## src/rtl/esm_issue_scheduler_pkg.sv

```systemverilog
// Shared field layout, buffer entry type and decode helpers for the ESM issue scheduler.
package esm_pkg;

  localparam int unsigned RD_LSB    = 7;
  localparam int unsigned RS1_LSB   = 15;
  localparam int unsigned RS2_LSB   = 20;
  localparam int unsigned REG_IDX_W = 5;
  localparam int unsigned INSTR_W   = 32;

  typedef logic [REG_IDX_W-1:0] reg_idx_t;

  typedef struct packed {
    logic [INSTR_W-1:0] instr;
    logic               alusrc;
    logic               regwrite;
  } entry_t;

  function automatic reg_idx_t f_rd(entry_t e);
    return e.instr[RD_LSB +: REG_IDX_W];
  endfunction

  function automatic reg_idx_t f_rs1(entry_t e);
    return e.instr[RS1_LSB +: REG_IDX_W];
  endfunction

  function automatic reg_idx_t f_rs2(entry_t e);
    return e.instr[RS2_LSB +: REG_IDX_W];
  endfunction

  // x0 never reads or writes anything that matters for ordering
  function automatic logic reads_reg(entry_t e, reg_idx_t r);
    return (r != '0) && ((f_rs1(e) == r) || (!e.alusrc && (f_rs2(e) == r)));
  endfunction

  function automatic logic writes_reg(entry_t e, reg_idx_t r);
    return (r != '0) && e.regwrite && (f_rd(e) == r);
  endfunction

  // Hazard that an older entry o imposes on a younger entry y (RAW, WAW, WAR)
  function automatic logic order_hazard(entry_t o, entry_t y);
    return writes_reg(o, f_rs1(y))
        || (!y.alusrc && writes_reg(o, f_rs2(y)))
        || (y.regwrite && writes_reg(o, f_rd(y)))
        || (y.regwrite && reads_reg(o, f_rd(y)));
  endfunction

endpackage

```

## src/rtl/esm_issue_scheduler_if.sv

```systemverilog
// Instruction-in, issue-out and writeback bundle of the ESM issue scheduler.
interface esm_issue_scheduler_if
  import esm_pkg::*;
#(
  parameter int unsigned Instr_word_size = 32,
  parameter int unsigned bs              = 16
);
  localparam int unsigned bs_bits = $clog2(bs);

  logic                       in_valid;
  logic                       in_ready;
  logic [Instr_word_size-1:0] Instr_in;
  logic                       ALUSrc;
  logic                       RegWrite;
  logic                       out_valid;
  logic                       out_ready;
  logic [Instr_word_size-1:0] Instr_out;
  logic [bs_bits-1:0]         out_slot;
  logic                       wb_valid;
  logic [REG_IDX_W-1:0]       wb_rd;

  modport slave (
    input  in_valid, Instr_in, ALUSrc, RegWrite, out_ready, wb_valid, wb_rd,
    output in_ready, out_valid, Instr_out, out_slot
  );

  modport master (
    output in_valid, Instr_in, ALUSrc, RegWrite, out_ready, wb_valid, wb_rd,
    input  in_ready, out_valid, Instr_out, out_slot
  );

endinterface

```

## src/rtl/esm_issue_scheduler_oldest_select.sv

```systemverilog
// Picks the oldest eligible buffer entry using the pairwise age matrix (combinational).
module esm_oldest_select
  import esm_pkg::*;
#(
  parameter int unsigned bs = 16
) (
  input  logic [bs-1:0]          eligible,
  input  logic [bs-1:0][bs-1:0]  older,
  output logic [bs-1:0]          grant,
  output logic [$clog2(bs)-1:0]  slot,
  output logic                   any
);
  localparam int unsigned bs_bits = $clog2(bs);

  // older[j][e] = 1 means entry j was enqueued before entry e
  always_comb begin
    logic blocked;
    blocked = 1'b0;
    grant   = '0;
    slot    = '0;
    for (int unsigned e = 0; e < bs; e++) begin
      blocked = 1'b0;
      for (int unsigned j = 0; j < bs; j++) begin
        if (eligible[j] && older[j][e]) blocked = 1'b1;
      end
      grant[e] = eligible[e] && !blocked;
    end
    for (int unsigned e = 0; e < bs; e++) begin
      if (grant[e]) slot = slot | bs_bits'(e);
    end
  end

  assign any = |eligible;

endmodule

```

## src/rtl/esm_issue_scheduler.sv

```systemverilog
// Out-of-order issue scheduler: bs-entry buffer, register scoreboard, oldest-ready issue.
// Optional ESM_SCHED_STATS_EN adds stat_issued / stat_stalls counters.
module esm_issue_scheduler
  import esm_pkg::*;
#(
  parameter int unsigned Instr_word_size = INSTR_W,
  parameter int unsigned regnum          = 32,
  parameter int unsigned bs              = 16
) (
  input  logic                  clk,
  input  logic                  rst,
  esm_issue_scheduler_if.slave  bus
`ifdef ESM_SCHED_STATS_EN
  ,
  output logic [31:0]           stat_issued,
  output logic [31:0]           stat_stalls
`endif
);
  localparam int unsigned bs_bits = $clog2(bs);

  entry_t                     ent [bs];
  logic [bs-1:0]              valid_q, valid_nxt;
  logic [bs-1:0][bs-1:0]      older_q;
  logic [regnum-1:0]          sb_q, sb_nxt;
  logic                       out_valid_q;
  logic [Instr_word_size-1:0] instr_out_q;
  logic [bs_bits-1:0]         out_slot_q;

  logic                       full, can_load, do_enq, do_issue, grant_any;
  logic [bs_bits-1:0]         free_idx, grant_idx;
  logic [bs-1:0]              elig, grant;
  entry_t                     in_ent;

  assign full          = &valid_q;
  assign do_enq        = bus.in_valid && !full;
  assign can_load      = !out_valid_q || bus.out_ready;
  assign do_issue      = can_load && grant_any;
  assign in_ent        = '{instr: bus.Instr_in, alusrc: bus.ALUSrc, regwrite: bus.RegWrite};

  assign bus.in_ready  = !full;
  assign bus.out_valid = out_valid_q;
  assign bus.Instr_out = instr_out_q;
  assign bus.out_slot  = out_slot_q;

  always_comb begin
    logic found;
    found    = 1'b0;
    free_idx = '0;
    for (int unsigned i = 0; i < bs; i++) begin
      if (!valid_q[i] && !found) begin
        free_idx = bs_bits'(i);
        found    = 1'b1;
      end
    end
  end

  always_comb begin
    logic     ok;
    reg_idx_t rs1, rs2, rd;
    ok   = 1'b0;
    rs1  = '0;
    rs2  = '0;
    rd   = '0;
    elig = '0;
    for (int unsigned e = 0; e < bs; e++) begin
      rs1 = f_rs1(ent[e]);
      rs2 = f_rs2(ent[e]);
      rd  = f_rd(ent[e]);
      ok  = valid_q[e] && !sb_q[rs1] && (ent[e].alusrc || !sb_q[rs2])
         && (!ent[e].regwrite || !sb_q[rd]);
      for (int unsigned j = 0; j < bs; j++) begin
        if (valid_q[j] && older_q[j][e] && order_hazard(ent[j], ent[e])) ok = 1'b0;
      end
      elig[e] = ok;
    end
  end

  esm_oldest_select #(.bs(bs)) u_oldest_select (
    .eligible (elig),
    .older    (older_q),
    .grant    (grant),
    .slot     (grant_idx),
    .any      (grant_any)
  );

  // Writeback clear is applied first so a same-edge issue of a writer keeps the register busy
  always_comb begin
    valid_nxt = valid_q;
    if (do_issue) valid_nxt = valid_nxt & ~grant;
    if (do_enq)   valid_nxt[free_idx] = 1'b1;
    sb_nxt = sb_q;
    if (bus.wb_valid && (bus.wb_rd != '0)) sb_nxt[bus.wb_rd] = 1'b0;
    if (do_issue && ent[grant_idx].regwrite && (f_rd(ent[grant_idx]) != '0))
      sb_nxt[f_rd(ent[grant_idx])] = 1'b1;
  end

  always_ff @(posedge clk or negedge rst) begin
    if (!rst) begin
      valid_q     <= '0;
      older_q     <= '0;
      sb_q        <= '0;
      out_valid_q <= 1'b0;
      instr_out_q <= '0;
      out_slot_q  <= '0;
    end else begin
      if (can_load) begin
        out_valid_q <= grant_any;
        if (grant_any) begin
          instr_out_q <= ent[grant_idx].instr;
          out_slot_q  <= grant_idx;
        end
      end
      valid_q <= valid_nxt;
      sb_q    <= sb_nxt;
      // Rewriting both row and column of the new slot keeps stale bits of freed slots harmless
      if (do_enq) begin
        for (int unsigned j = 0; j < bs; j++) begin
          older_q[j][free_idx] <= valid_q[j];
          older_q[free_idx][j] <= 1'b0;
        end
      end
    end
  end

  always_ff @(posedge clk) begin
    if (do_enq) ent[free_idx] <= in_ent;
  end

`ifdef ESM_SCHED_STATS_EN
  always_ff @(posedge clk or negedge rst) begin
    if (!rst) begin
      stat_issued <= '0;
      stat_stalls <= '0;
    end else begin
      if (do_issue) stat_issued <= stat_issued + 32'd1;
      if ((|valid_q) && can_load && !grant_any) stat_stalls <= stat_stalls + 32'd1;
    end
  end
`endif

endmodule

```

## src/flat_wrapper.sv

```systemverilog
// flat-port wrapper written by rule: the top's interface ports become plain ports
module esm_issue_scheduler_flat import esm_pkg::*;
#(
  parameter int unsigned Instr_word_size = INSTR_W,
  parameter int unsigned regnum          = 32,
  parameter int unsigned bs              = 16
)
  (clk, rst, bus_in_valid, bus_Instr_in, bus_ALUSrc, bus_RegWrite, bus_out_ready, bus_wb_valid, bus_wb_rd, bus_in_ready, bus_out_valid, bus_Instr_out, bus_out_slot);
  esm_issue_scheduler_if #(.Instr_word_size(Instr_word_size), .bs(bs)) bus_i ();
  input  logic clk;
  input  logic rst;
  input wire logic [$bits(bus_i.in_valid)-1:0] bus_in_valid;
  input wire logic [$bits(bus_i.Instr_in)-1:0] bus_Instr_in;
  input wire logic [$bits(bus_i.ALUSrc)-1:0] bus_ALUSrc;
  input wire logic [$bits(bus_i.RegWrite)-1:0] bus_RegWrite;
  input wire logic [$bits(bus_i.out_ready)-1:0] bus_out_ready;
  input wire logic [$bits(bus_i.wb_valid)-1:0] bus_wb_valid;
  input wire logic [$bits(bus_i.wb_rd)-1:0] bus_wb_rd;
  output wire logic [$bits(bus_i.in_ready)-1:0] bus_in_ready;
  output wire logic [$bits(bus_i.out_valid)-1:0] bus_out_valid;
  output wire logic [$bits(bus_i.Instr_out)-1:0] bus_Instr_out;
  output wire logic [$bits(bus_i.out_slot)-1:0] bus_out_slot;
  assign bus_i.in_valid = bus_in_valid;
  assign bus_i.Instr_in = bus_Instr_in;
  assign bus_i.ALUSrc = bus_ALUSrc;
  assign bus_i.RegWrite = bus_RegWrite;
  assign bus_i.out_ready = bus_out_ready;
  assign bus_i.wb_valid = bus_wb_valid;
  assign bus_i.wb_rd = bus_wb_rd;
  assign bus_in_ready = bus_i.in_ready;
  assign bus_out_valid = bus_i.out_valid;
  assign bus_Instr_out = bus_i.Instr_out;
  assign bus_out_slot = bus_i.out_slot;
  esm_issue_scheduler #(.Instr_word_size(Instr_word_size), .regnum(regnum), .bs(bs)) u_core (.clk(clk), .rst(rst), .bus(bus_i));
endmodule
```

## config.mk

```make
export PLATFORM = sky130hd
export DESIGN_NAME = esm_issue_scheduler_flat
export DESIGN_NICKNAME = d
export VERILOG_FILES = /design/src/rtl/esm_issue_scheduler_pkg.sv /design/src/rtl/esm_issue_scheduler_if.sv /design/src/rtl/esm_issue_scheduler_oldest_select.sv /design/src/rtl/esm_issue_scheduler.sv /design/src/flat_wrapper.sv
export SDC_FILE = /design/constraint.sdc
export NUM_CORES = 2
export LEC_CHECK = 0
export CAP_MARGIN = 0
export CORE_MARGIN = 2
export CORE_UTILIZATION = 50
export DETAILED_ROUTE_END_ITERATION = 10
export PLACE_DENSITY = 0.68
export SLEW_MARGIN = 15
export SYNTH_ARGS = -nofsm -noshare
export SYNTH_HDL_FRONTEND = slang
export SYNTH_HIERARCHICAL = 1
export SYNTH_SLANG_ARGS = --single-unit
export TNS_END_PERCENT = 10
```

## constraint.sdc

```tcl
create_clock -name clk -period 5.8 [get_ports clk]
set_input_delay 1.45 -clock clk [delete_from_list [all_inputs] [get_ports clk]]
set_output_delay 1.45 -clock clk [all_outputs]
set_load 0.005 [all_outputs]
```

==> out/results.ini, run 1 <==
[cts]
root_buffer=clkbuf_16
clock_sinks=885
clock_path_buffers=3
cts_buffers=100
h-tree-depth=3
cts_hold_buf=0

[floorplan]
die_x_um=431
die_h_um=431
start_util_pct=50.4
ios=82
rows=156

[synthesis]
synthCells=9412
synth-edff-count=544
yosysTopAreaCell=edfxtp_1
ys_ff_latch=885
synth.area.top_cells=edfxtp_1 (18%), xnor2_1 (15%), mux4_2 (15%), xor2_1 (14%), dfrtp_1 (9.4%)
ys_async_sr_fraction_pct=38.5
syn_avg_cell_area_sq_um=9.67
synth_cell_types=93
synth.top_cell.area_share_pct=17.9
ys.flop_type=edfxtp_1
yosys_warnings=6
mappedNetlistNets=9456
netlist_area_sq_mm=0.0910
ys_seq_area_share_pct=27.3

[grt]
gr-total-overflow=13
grt_max_degree=109
grt_pass1_vias=104000
grt_pass1_wl_um=917000
grt_use_total_pct=71.3

[placed_design]
port_buffers=81
dp_cells=13100
gp_congestion=1.28
hpwl_um=473000

[status]
failing_step=5_1_grt
toolErrorMsg=[ERROR GRT-0116] Global routing finished with congestion. Check the congestion regions in the DRC Viewer.
status=did not finish

synthesized netlist by cell type (33+ instances only):
cell type and count:
o21ai_0 250, o22ai_1 37, mux2i_1 98, clkbuf_1 392, nand3_1 568, and3_1 51, edfxtp_1 544, nor3_1 343
nand2_1 521, a22oi_1 107, dfrtp_1 341, nor4_1 249, buf_1 137, inv_1 33, xnor2_1 1534, a31oi_1 80
a21oi_1 74, nor2_1 348, nand4_1 316, or3_1 73, buf_2 692, xor2_1 1464, mux4_2 586
what timing repair did:
item,4_1_cts
pin swaps,93
resized for setup,413
setup endpoints to repair,63
setup buffers,110
cloned,9
routing by layer:
metal | track usage, % | overflow
met5 | 23.2 | 0
met4 | 63.2 | 5
met3 | 54.0 | 0
met2 | 86.4 | 8
met1 | 77.0 | 0
metrics by stage:
| step | setup TNS (ns) | instance area (sq um) | hold slack [ns] | setup slack [ns] |
|---|---|---|---|---|
| after floorplan | 0 | 91000 | 0.468 | 0.0955 |
| after global placement | -70.54 | 114000 | 0.463 | -1.52 |
| after detailed placement | -65.96 | 114000 | 0.473 | -1.43 |
| after CTS | -10.07 | 120000 | 0.489 | -0.267 |
cell families after synthesis:
family	synth area share, %
xor+xnor	28.8
simple gates	15.2
buf+inv	6.61
flops	27.3
compound gates	6.26
mux	15.7
==> run 2, diff against run 1 <==
--- a/config.mk
+++ b/config.mk
@@ -7,9 +7,9 @@
 export LEC_CHECK = 0
 export CAP_MARGIN = 0
 export CORE_MARGIN = 2
-export CORE_UTILIZATION = 50
+export CORE_UTILIZATION = 35
 export DETAILED_ROUTE_END_ITERATION = 10
-export PLACE_DENSITY = 0.68
+export PLACE_DENSITY_LB_ADDON = 0.15
 export SLEW_MARGIN = 15
 export SYNTH_ARGS = -nofsm -noshare
 export SYNTH_HDL_FRONTEND = slang
==> constraint.sdc (replaced) <==
create_clock -name clk -period 7.5 [get_ports clk]
set_input_delay 1.875 -clock clk [delete_from_list [all_inputs] [get_ports clk]]
set_output_delay 1.875 -clock clk [all_outputs]
set_load 0.005 [all_outputs]
==> out/results.ini, run 2 <==
[status]
status=complete, but fails checks  ; was did not finish
violations=setup timing

[power]
p_switching_mw=12.8
vdd_drop_max_mv=0.456
power_switching_share_pct=45.5
p_leak_nw=37.3
p_int_mw=15.3
seq_power_share_pct=26.3
power_frac_comb_pct=52.3
clkPwrFrac_pct=21.4
powerDensity_mw_per_mm2=266
power_mw=28.1

[drt]
drtIter0Drc=16700
wl_per_cell_um=50.0
vias=91500
drtPass1Iterations=7
ant_nets=0
post-route-drc-count=0
viasPerCell=6.99
drt_wl_total_um=655000

[worst_setup_path]
arrival_ns=8.45
cpMostUsedCell=buf_4
cp-end-kind=flop
cp_max_fo=15
critPathKind=flop to flop
critical-path-slowest-cell=edfxtp_1
max_stage_delay_ns=1.16
reg2reg_depth=25
critPathLaunchType=flop
required_ns=8.24

[synthesis]
synth_cell_types=93  ; unchanged
mappedNetlistNets=9456  ; unchanged
yosys_warnings=6  ; unchanged
syn_avg_cell_area_sq_um=9.67  ; unchanged
yosysMostFrequentCell=xnor2_1  ; unchanged
synth.top_cell.area_share_pct=17.9  ; unchanged
yosysTopAreaCell=edfxtp_1  ; unchanged
ys.flop_type=edfxtp_1  ; unchanged
synth.area.top_cells=edfxtp_1 (18%), xnor2_1 (15%), mux4_2 (15%), xor2_1 (14%), dfrtp_1 (9.4%)  ; unchanged
ys_ff_latch=885  ; unchanged
synth_common_cells=xnor2_1 (1534), xor2_1 (1464), buf_2 (692)  ; unchanged
synthCells=9412  ; unchanged
synth-edff-count=544  ; unchanged
ys_async_sr_fraction_pct=38.5  ; unchanged
ys_seq_area_share_pct=27.3  ; unchanged
netlist_area_sq_mm=0.0910  ; unchanged

[grt]
gr-total-overflow=0
antenna_found_initial=100
grt_max_degree=144
grt_use_total_pct=48.3
grt_pass1_vias=84100
grt_pass1_wl_um=851000

[final_layout]
drive_above_1_share_pct=21.9
stdcell_area_sq_mm=0.105
finalNetCount=9525
regMostFlops=u_core/ent
final_cell_mix=xnor2_1 (1534), xor2_1 (1464), buf_4 (972)
syn_to_final_growth_pct=15.9
top_regs=u_core/ent (544), u_core/older_q (256)
layout_commonest_cell=xnor2_1
largest_reg_flops=544
fin_util_pct=40.7

[floorplan]
rows=187  ; was 156
ios=82  ; unchanged
die_h_um=514  ; was 431 um
core-area_sq_mm=0.259
die_x_um=514  ; was 431 um
die_area_sq_mm=0.264
start_util_pct=35.1  ; was 50.4%

[timing]
finalCriticalPeriod_ns=7.71
finalHoldViolations=0
fmax_ghz=0.130
worstMarginPinSlew_ns=1.39
grt_setup_unrepaired=no
post-route-period-util_pct=103
setup_viol_count_final=33
hold_ws_ns=0.476
fin_worst_skew_ns=0.123
setup_ws_ns=-0.209
finalMaxSlewViolations=0
slew_headroom_pct=7.54

[placed_design]
port_buffers=81  ; unchanged
hpwl_um=464000  ; was 473000 um
placed_area_sq_mm=0.101  ; was 0.114 sq mm
pre_cts_ws_ns=-0.369  ; was -1.43 ns
gp_congestion=1.12  ; was 1.28

[hold_path]
hold_depth=2
min_path_type=flop to flop

[cts]
root_buffer=clkbuf_16  ; unchanged
cts_hold_buf=0  ; unchanged
cts_buffers=111  ; was 100
cts_tree=yes
h-tree-depth=3  ; unchanged
clock_sinks=885  ; unchanged
clock_latency_ns=0.88
path_clk_slew_ns=0.07
clock_path_buffers=3  ; unchanged

[run]
maxCapViolations=0

## run 2: cell counts after synthesis
No cell type changed its count.
## run 2: per-layer routing
layer	global-route usage [%]	routed length, um
met1	58.3	237000
met4	41.2	70100
met2	67.4	263000
met5	0.986	553
met3	17.8	85200
## run 2: final cells by class
cell class                      count  area, sq um
Fill cell                       25200       154000
Sequential cell                   885        24900
Inverter                           40          173
Clock buffer                      141         3010
Multi-Input combinational cell   7220        60500
Timing Repair Buffer             1223        11500
Antenna cell                      106          265
Tap cell                         3402         4260
Clock inverter                     67          912
## run 2: power groups by stage
stage,clock network [mW],registers (mW),logic (mW)
6_report,6.01,7.37,14.7
3_3_place_gp,0,7.39,13.7
4_1_cts,6.06,7.24,14.0
3_5_place_dp,0,7.38,13.8
5_1_grt,6.22,7.27,14.8
2_1_floorplan,0,5.98,8.29
## run 2: kinds of logic (layout without fill, tap and decap cells)
group / count (synthesis) / count (layout) / share of synthesized area (%)
xor gates and xnor gates: 2998 / 2998 / 28.8
muxes: 695 / 695 / 15.7
DFF: 885 / 885 / 27.3
and+or+nand+nor: 2688 / 2688 / 15.2
buffers and inverters: 1307 / 1471 / 6.61
AOI/OAI and AO/OA: 839 / 839 / 6.26
other: 0 / 106 / 0
## run 2: what timing repair did
item,CTS,global route
setup buffers,24,25
pin swaps,0,1
resized for setup,5,9
endpoints found under the setup margin,29,33
## run 2: worst max-delay path: cells and delay by family (launching register included)
| kind | cells | cell delay (ns) |
|---|---|---|
| xor gates and xnor gates | 1 | 0.10 |
| buffers and inverters | 7 | 1.41 |
| DFF | 1 | 1.16 |
| AOI/OAI and AO/OA | 6 | 2.38 |
| muxes | 2 | 0.94 |
| and+or+nand+nor | 9 | 1.53 |
## run 2: stage by stage
step,TNS [ns],std cells
after detailed placement,-5.29,12700
after floorplan,0,9412
final,-4.04,13100
after CTS,0,13000
after global routing,0,13000
after global placement,-7.39,12700
## run 2: final timing paths
| check | from | to | slack, ns |
|---|---|---|---|
| max | u_core/ent[3][18] | u_core/sb_q[6] | -0.21 |
| min | u_core/bus.out_slot[1] | u_core/bus.out_slot[1] | 0.48 |
| max reg2reg | u_core/ent[3][18] | u_core/sb_q[6] | -0.21 |
| min reg2reg | u_core/bus.out_slot[1] | u_core/bus.out_slot[1] | 0.48 |
| max in group asynchronous | rst | u_core/sb_q[10] | 4.88 |
| min in group asynchronous | rst | u_core/older_q[228] | 1.04 |
Power figures use the tool's default switching activity.
